<file path="src/rtl/vga_plot_arbiter.sv">
// N-channel arbiter that grants one drawing source the vga_adapter plot path.
// Optional macro CLIP_EN: out-of-bounds pixels are acked and counted but never plotted.
module vga_plot_arbiter #(
    parameter int NUM_CH      = 4,
    parameter int X_W         = 8,
    parameter int Y_W         = 7,
    parameter int C_W         = 3,
    parameter int ROUND_ROBIN = 0,
    parameter int MAX_BURST   = 0,
    parameter int X_MAX       = 160,
    parameter int Y_MAX       = 120
) (
    input  logic                  clock,
    input  logic                  reset,
    input  logic [NUM_CH-1:0]     req,
    input  logic [NUM_CH-1:0]     valid,
    input  logic [NUM_CH*X_W-1:0] x_in,
    input  logic [NUM_CH*Y_W-1:0] y_in,
    input  logic [NUM_CH*C_W-1:0] color_in,
    output logic [NUM_CH-1:0]     grant,
    output logic [NUM_CH-1:0]     ack,
    output logic                  busy,
    output logic [X_W-1:0]        x,
    output logic [Y_W-1:0]        y,
    output logic [C_W-1:0]        color,
    output logic                  plot
);
    localparam int IDX_W = (NUM_CH > 1) ? $clog2(NUM_CH) : 1;
    localparam int CNT_W = (MAX_BURST > 0) ? $clog2(MAX_BURST + 1) : 8;

`ifdef CLIP_EN
    localparam bit CLIP_ON = 1'b1;
`else
    localparam bit CLIP_ON = 1'b0;
`endif

    typedef enum logic {IDLE, OWN} state_t;

    state_t            state_q, state_d;
    logic [NUM_CH-1:0] grant_q, grant_d;
    logic [IDX_W-1:0]  owner_q, owner_d;
    logic [IDX_W-1:0]  rr_ptr_q, rr_ptr_d;
    logic [CNT_W-1:0]  burst_q, burst_d;
    logic [X_W-1:0]    x_q, x_d;
    logic [Y_W-1:0]    y_q, y_d;
    logic [C_W-1:0]    color_q, color_d;
    logic              plot_q, plot_d;

    logic [X_W-1:0]    px_x;
    logic [Y_W-1:0]    px_y;
    logic [C_W-1:0]    px_c;
    logic              accept, clip, at_limit, found;
    logic [IDX_W-1:0]  winner;
    int                cand;

    assign ack    = grant_q & valid;
    assign accept = |ack;

    always_comb begin
        px_x = '0;
        px_y = '0;
        px_c = '0;
        for (int k = 0; k < NUM_CH; k++) begin
            if (owner_q == IDX_W'(k)) begin
                px_x = x_in[k*X_W +: X_W];
                px_y = y_in[k*Y_W +: Y_W];
                px_c = color_in[k*C_W +: C_W];
            end
        end
    end

    assign clip = CLIP_ON && ((32'(px_x) >= X_MAX) || (32'(px_y) >= Y_MAX));

    // Round-robin scans upward from the slot after the last winner; fixed priority scans from 0.
    always_comb begin
        found  = 1'b0;
        winner = '0;
        cand   = 0;
        for (int i = 0; i < NUM_CH; i++) begin
            if (ROUND_ROBIN != 0) cand = (int'(rr_ptr_q) + 1 + i) % NUM_CH;
            else                  cand = i;
            if (!found && req[IDX_W'(cand)]) begin
                found  = 1'b1;
                winner = IDX_W'(cand);
            end
        end
    end

    always_comb begin
        state_d  = state_q;
        grant_d  = grant_q;
        owner_d  = owner_q;
        rr_ptr_d = rr_ptr_q;
        burst_d  = burst_q;
        x_d      = x_q;
        y_d      = y_q;
        color_d  = color_q;
        plot_d   = accept && !clip;
        at_limit = 1'b0;
        if (accept && !clip) begin
            x_d     = px_x;
            y_d     = px_y;
            color_d = px_c;
        end
        case (state_q)
            IDLE: begin
                if (found) begin
                    state_d         = OWN;
                    owner_d         = winner;
                    grant_d         = '0;
                    grant_d[winner] = 1'b1;
                    rr_ptr_d        = winner;
                end
            end
            OWN: begin
                if (accept && (burst_q != '1)) burst_d = burst_q + 1'b1;
                if ((MAX_BURST > 0) && accept && (32'(burst_q) + 1 >= MAX_BURST)) at_limit = 1'b1;
                // A pixel offered in the release cycle has already been accepted above.
                if (!req[owner_q] || at_limit) begin
                    state_d = IDLE;
                    grant_d = '0;
                    burst_d = '0;
                end
            end
            default: state_d = IDLE;
        endcase
    end

    always_ff @(posedge clock) begin
        if (reset) begin
            state_q  <= IDLE;
            grant_q  <= '0;
            owner_q  <= '0;
            rr_ptr_q <= IDX_W'(NUM_CH - 1);
            burst_q  <= '0;
            x_q      <= '0;
            y_q      <= '0;
            color_q  <= '0;
            plot_q   <= 1'b0;
        end else begin
            state_q  <= state_d;
            grant_q  <= grant_d;
            owner_q  <= owner_d;
            rr_ptr_q <= rr_ptr_d;
            burst_q  <= burst_d;
            x_q      <= x_d;
            y_q      <= y_d;
            color_q  <= color_d;
            plot_q   <= plot_d;
        end
    end

    assign grant = grant_q;
    assign busy  = (state_q == OWN);
    assign x     = x_q;
    assign y     = y_q;
    assign color = color_q;
    assign plot  = plot_q;

endmodule

</file>
<file path="config.mk">
export PLATFORM = sky130hd
export DESIGN_NAME = vga_plot_arbiter
export DESIGN_NICKNAME = d
export VERILOG_FILES = /design/src/rtl/vga_plot_arbiter.sv
export SDC_FILE = /design/constraint.sdc
export NUM_CORES = 1
export LEC_CHECK = 0
export ABC_AREA = 1
export ABC_CLOCK_PERIOD_IN_PS = 950
export BUFFER_PORTS_ARGS = -buffer_cell sky130_fd_sc_hd__buf_2
export CORE_MARGIN = 1
export CORE_UTILIZATION = 25
export DETAILED_ROUTE_END_ITERATION = 12
export SYNTH_ARGS = -nofsm -noshare
export SYNTH_HDL_FRONTEND = slang
export SYNTH_SLANG_ARGS = --single-unit
</file>
<file path="constraint.sdc">
create_clock -name clock -period 0.95 [get_ports clock]
set_clock_uncertainty 0.05 [all_clocks]
set_input_delay 0.0475 -clock clock [delete_from_list [all_inputs] [get_ports clock]]
set_output_delay 0.0475 -clock clock [all_outputs]
set_load 0.02 [all_outputs]
</file>
[Yosys cells after proc, flatten, opt, wreduce, memory -nomap -nowiden]
Cells that the tools add are included.
Word-level totals
  word-level logic and storage cells: 49
  register bits after elaboration: 26
  bits of input ports: 82
  output and inout port bits: 28
Operators by class
  bitwise operators: 2
  reduce and logical (&&, ||, !) cells: 7
  order comparisons: 3
  mux-type cells: 25
  equality and inequality tests: 5
Operator list (number)
  2-to-1 mux 8 bit: 4
  2-to-1 mux 7 bit: 4
  2-to-1 mux 3 bit: 4
  2-to-1 mux 4 bit: 2
  case mux 4 bit (2 select lines): 1
  2-to-1 mux 1 bit: 7
  AND 4 bit: 1
  equality test 2 bit, second input constant: 2
  != test 2 bit, second input constant: 2
  AND reduction 2 bit: 2
  OR reduction 4 bit: 1
  less-than comparator 1 x 3 -> 1 bit, second input constant: 1
  less-than comparator 2 x 3 -> 1 bit, second input constant: 1
  binary-select mux 1 bit (select 2 bit): 1
  demux 1 bit (select 2 bit): 1
  equality test 2 x 1 -> 1 bit, second input constant: 1
  logical AND 1 bit: 2
  logical NOT 2 bit: 1
  case mux 1 bit (2 select lines): 1
  greater-or-equal comparator 1 bit, second input constant: 1
  logical NOT 1 bit: 1
  inverter 1 bit: 1

[Longest topological paths before layout]
  depth in word-level cells: 10
  depth in mapped cells: 6
  depth with buffers taken out: 6

[Least setup slack after synthesis]
No wires, ideal clock.
  path kind: register to register
  start: reg grant_q[1], in the netlist grant[1]
  end: reg color_q[0], in the netlist color[0]
  clock period less this slack: 1125 ps
  path buffers: 1
  arrival time: 950 ps
  path slack: -175 ps
  required time: 775 ps
  setup time: 125 ps
  cell stages (with the launch flop): 5
  cells stage by stage: dfxtp_1 -> nand2_2 -> nand2_4 -> buf_2 -> a31oi_1
Between the ends
  longest elaborated chain between the ends: 2
RTL lines
  start, declared: RTL line 40  | logic [NUM_CH-1:0] grant_q, grant_d;
  start signal, assigned: RTL line 142  | grant_q <= grant_d;
  AND 4 bit: RTL line 56  | assign ack = grant_q & valid;
  OR reduction 4 bit: RTL line 57  | assign accept = |ack;
  end signal, assigned: RTL line 148  | color_q <= color_d;
  end, declared: RTL line 46  | logic [C_W-1:0] color_q, color_d;
Every way passes these cells.
A chain may end at the register's enable or synchronous reset.

[Worst setup path after layout]
  start: reg grant_q[0], in the netlist grant[0]
  end: out ack[0]
Between the ends
  longest elaborated chain between the ends: 1
RTL lines
  AND 4 bit: RTL line 56
  end, declared: RTL line 21  | output logic [NUM_CH-1:0] ack,
Every way passes these cells.

==> qor.yml <==
outcome:
  status: "complete, but fails checks"
  violations: "negative setup slack"
floorplan:
  dieHeight_um: 66.9
  io_pins: 110
  start_util_pct: 26.1
  dieArea_mm2: 0.00448
  rows: 23
  die_x_um: 66.9
  core_mm2: 0.00403
sta:
  finalSetupViolCount: 23
  max_clock_freq_mhz: 951
  rsz0062_at_grt: "true"
  fin_ws_ns: -0.102
  period_needed_ns: 1.05
  slew_violations: 0
  hold_viol_final: 0
  fin_crit_sh_pct: 111
clocking:
  cts_made_buffers: 3
  cts.sinks: 23
  clk_pin_slew_ns: 0.08
  cts.htree.levels: 1
  clk_latency_ns: 0.27
  root_buffer: "clkbuf_8"
  cts_buffer_depth: 2
  cts_tree: "built"
worst_setup_path:
  critPathRequiredTime_ns: 0.85
  reg2reg_depth: 4
  crit_slowest_cell: "dfxtp_4"
  cp-start-kind: "register"
  reg2reg_to: "y[5]$_SDFFE_PP0P_"
  critPathTopFamily: "flip-flops"
  crit_path_max_fanout: 2
  crit_chain: "nand2_4 -> buf_6 -> inv_2 -> buf_6"
  cp.depth: 4
  crit_top_cell: "buf_6"
  cpPeakStageDelay_ns: 0.36
  cp-startpoint: "grant[0]$_SDFFE_PP0P_"
  critical_path_class: "reg2out"
  arrival_ns: 0.95
  rrSetupSlack_ns: -0.07
  r2r_start: "grant[1]$_SDFFE_PP0P_"
  critPathCaptureType: "primary output"
  path_buf_inv: 3
drt:
  drt_iter0_markers: 42
  firstDrtPassIters: 4
  drcViolationCount: 0
  wl_per_cell_um: 10.9
  num_vias: 1274
  avgViaCountPerCell: 4.35
  drt.antenna.violating_nets: 0
  wirelength_mm: 3.21
final_layout:
  area_growth_pct: 86.5
  fin_util_pct: 48.8
  n_antenna_cell: 0
  drive_gt1_share_pct: 40.7
  nets: 326
  fin_cells: 293
logic_synthesis:
  synth-seq-cells: 23
  syn-cell-area_mm2: 0.00105
  syn_inst: 133
  avgSynthCellArea_um2: 7.92
  ys_seq_area_share_pct: 43.7
  synth.distinct_cells: 16
  ys_warn_count: 0
global_route:
  grt.total_usage_pct: 14.0
  top_usage_layer: "met2"
  grt_max_degree: 37
  grt_pass1_wl_mm: 4.66
  grt_overflow: 0
  grt_pass1_vias: 1102
  use_met1_pct: 15.3
  antenna_found_initial: 0
  grtUsageMet3_pct: 2.57
  grt_util_met2_pct: 24.6
power_and_ir_drop:
  power.density_mw_per_mm2: 1210
  p_leak_uw: 0.00103
  ir_worst_vdd_uv: 466
  total_power_uw: 2380
worst_hold_path:
  hp-start: "req[1]"
  worstHoldEndpoint: "owner_q[0]$_SDFFE_PP0P_"
  hold_class: "in2reg"
  hold_depth: 3
placed_design:
  portBuffers: 65
  dpl.cell_count: 248
  dp_hpwl_mm: 1.98
  place_congestion: 0.713
run:
  drv_cap: 0
## synth_stat cells
cell | instances | area, um^2
inv_2 | 1 | 3.75
buf_6 | 3 | 33.8
nand3_1 | 3 | 15.0
nand2_4 | 1 | 11.3
inv_1 | 5 | 18.8
clkbuf_1 | 2 | 7.51
a21oi_1 | 5 | 25.0
nand2_1 | 43 | 161
a31oi_1 | 18 | 113
o21bai_1 | 18 | 135
conb_1 | 1 | 3.75
buf_2 | 2 | 10.0
nand2_2 | 2 | 12.5
dfxtp_1 | 23 | 460
buf_4 | 5 | 37.5
o21ai_0 | 1 | 5.00
## registers in the layout, summed over array words and instances, names as in the netlist
signal and cells:
grant 2, owner_q 1, color 3, busy 1, y 7, x 8
plot 1
## layer usage
layer	share of wire (%)	up-vias
li1	-	660
met1	41	568
met2	52	38
met3	4.5	8
met4	2.7	0
met5	0	-
## power by group
| part | internal, uW | leakage [uW] | switching, uW |
|---|---|---|---|
| clock | 293 | 0.0000255 | 327 |
| sequential | 1040 | 0.000191 | 41.4 |
| combinational | 343 | 0.000810 | 338 |
## placed cells by master, fill, tap and decap left out
cell type      instances
dfxtp_2                1
o21ai_0                1
a21oi_1                3
buf_2                 61
a21oi_2                2
dlygate4sd3_1         37
nand2_4                2
nand2_8                1
inv_2                  3
nand2_1               40
o21bai_1              18
nand3_1                2
dfxtp_1               19
a31oi_1               18
inv_1                  2
clkinv_2               1
inv_4                  1
nand3_2                1
clkbuf_8               3
conb_1                 4
buf_6                  6
nand2_2                3
buf_4                 11
dfxtp_4                3
## tightest hold or removal path, delay by kind of cell
| kind | cells | cell delay [ns] |
|---|---|---|
| compound gates | 1 | 0.07 |
| buf+inv | 1 | 0.12 |
| simple gates | 1 | 0.10 |
## layout make-up
class	count	area [um^2]
fill	395	2060
sequential	23	473
tap	50	62.6
multi-input combinational	95	532
timing repair buffer	115	826
inverter	6	25.0
clock inverter	1	5.00
clock buffer	3	41.3
## stage by stage
| step | TNS [ns] | instance area, um^2 | hold WS, ns | worst slack, ns |
|---|---|---|---|---|
| 2_1_floorplan | -0.250 | 1080 | 0.136 | -0.0212 |
| 3_3_place_gp | -1.66 | 1450 | 0.267 | -0.103 |
| 3_5_place_dp | -2.03 | 1450 | 0.268 | -0.119 |
| 4_1_cts | -1.18 | 1920 | 0.0336 | -0.117 |
| 5_1_grt | -2.43 | 1960 | 0.0347 | -0.145 |
| 6_report | -1.07 | 1960 | 0.0396 | -0.102 |
## kinds of logic after synthesis
kind of cell           share of synthesized area, %
other                                         0.356
AOI/OAI and AO/OA                              26.4
buffers and inverters                          10.6
and+or+nand+nor                                19.0
DFF                                            43.7
## worst max-delay path by stage
stage	end	slack (ns)
final	ack[0]	-0.10
after global routing	ack[0]	-0.15
after CTS	ack[0]	-0.12
after detailed placement	y[5]$_SDFFE_PP0P_	-0.12
after global placement	y[5]$_SDFFE_PP0P_	-0.10
after floorplan	color[0]$_SDFFE_PP0P_	-0.02
## timing repair
action / CTS / global route
endpoints found under the hold margin: 19 / 0
gates resized for setup: 14 / 10
endpoints found under the setup margin: 24 / 26
pin swaps: 3 / 5
cloned: 0 / 0
hold buffers: 37 / 0
setup buffers: 2 / 2
No activity file was read; power rests on OpenSTA's default activity.
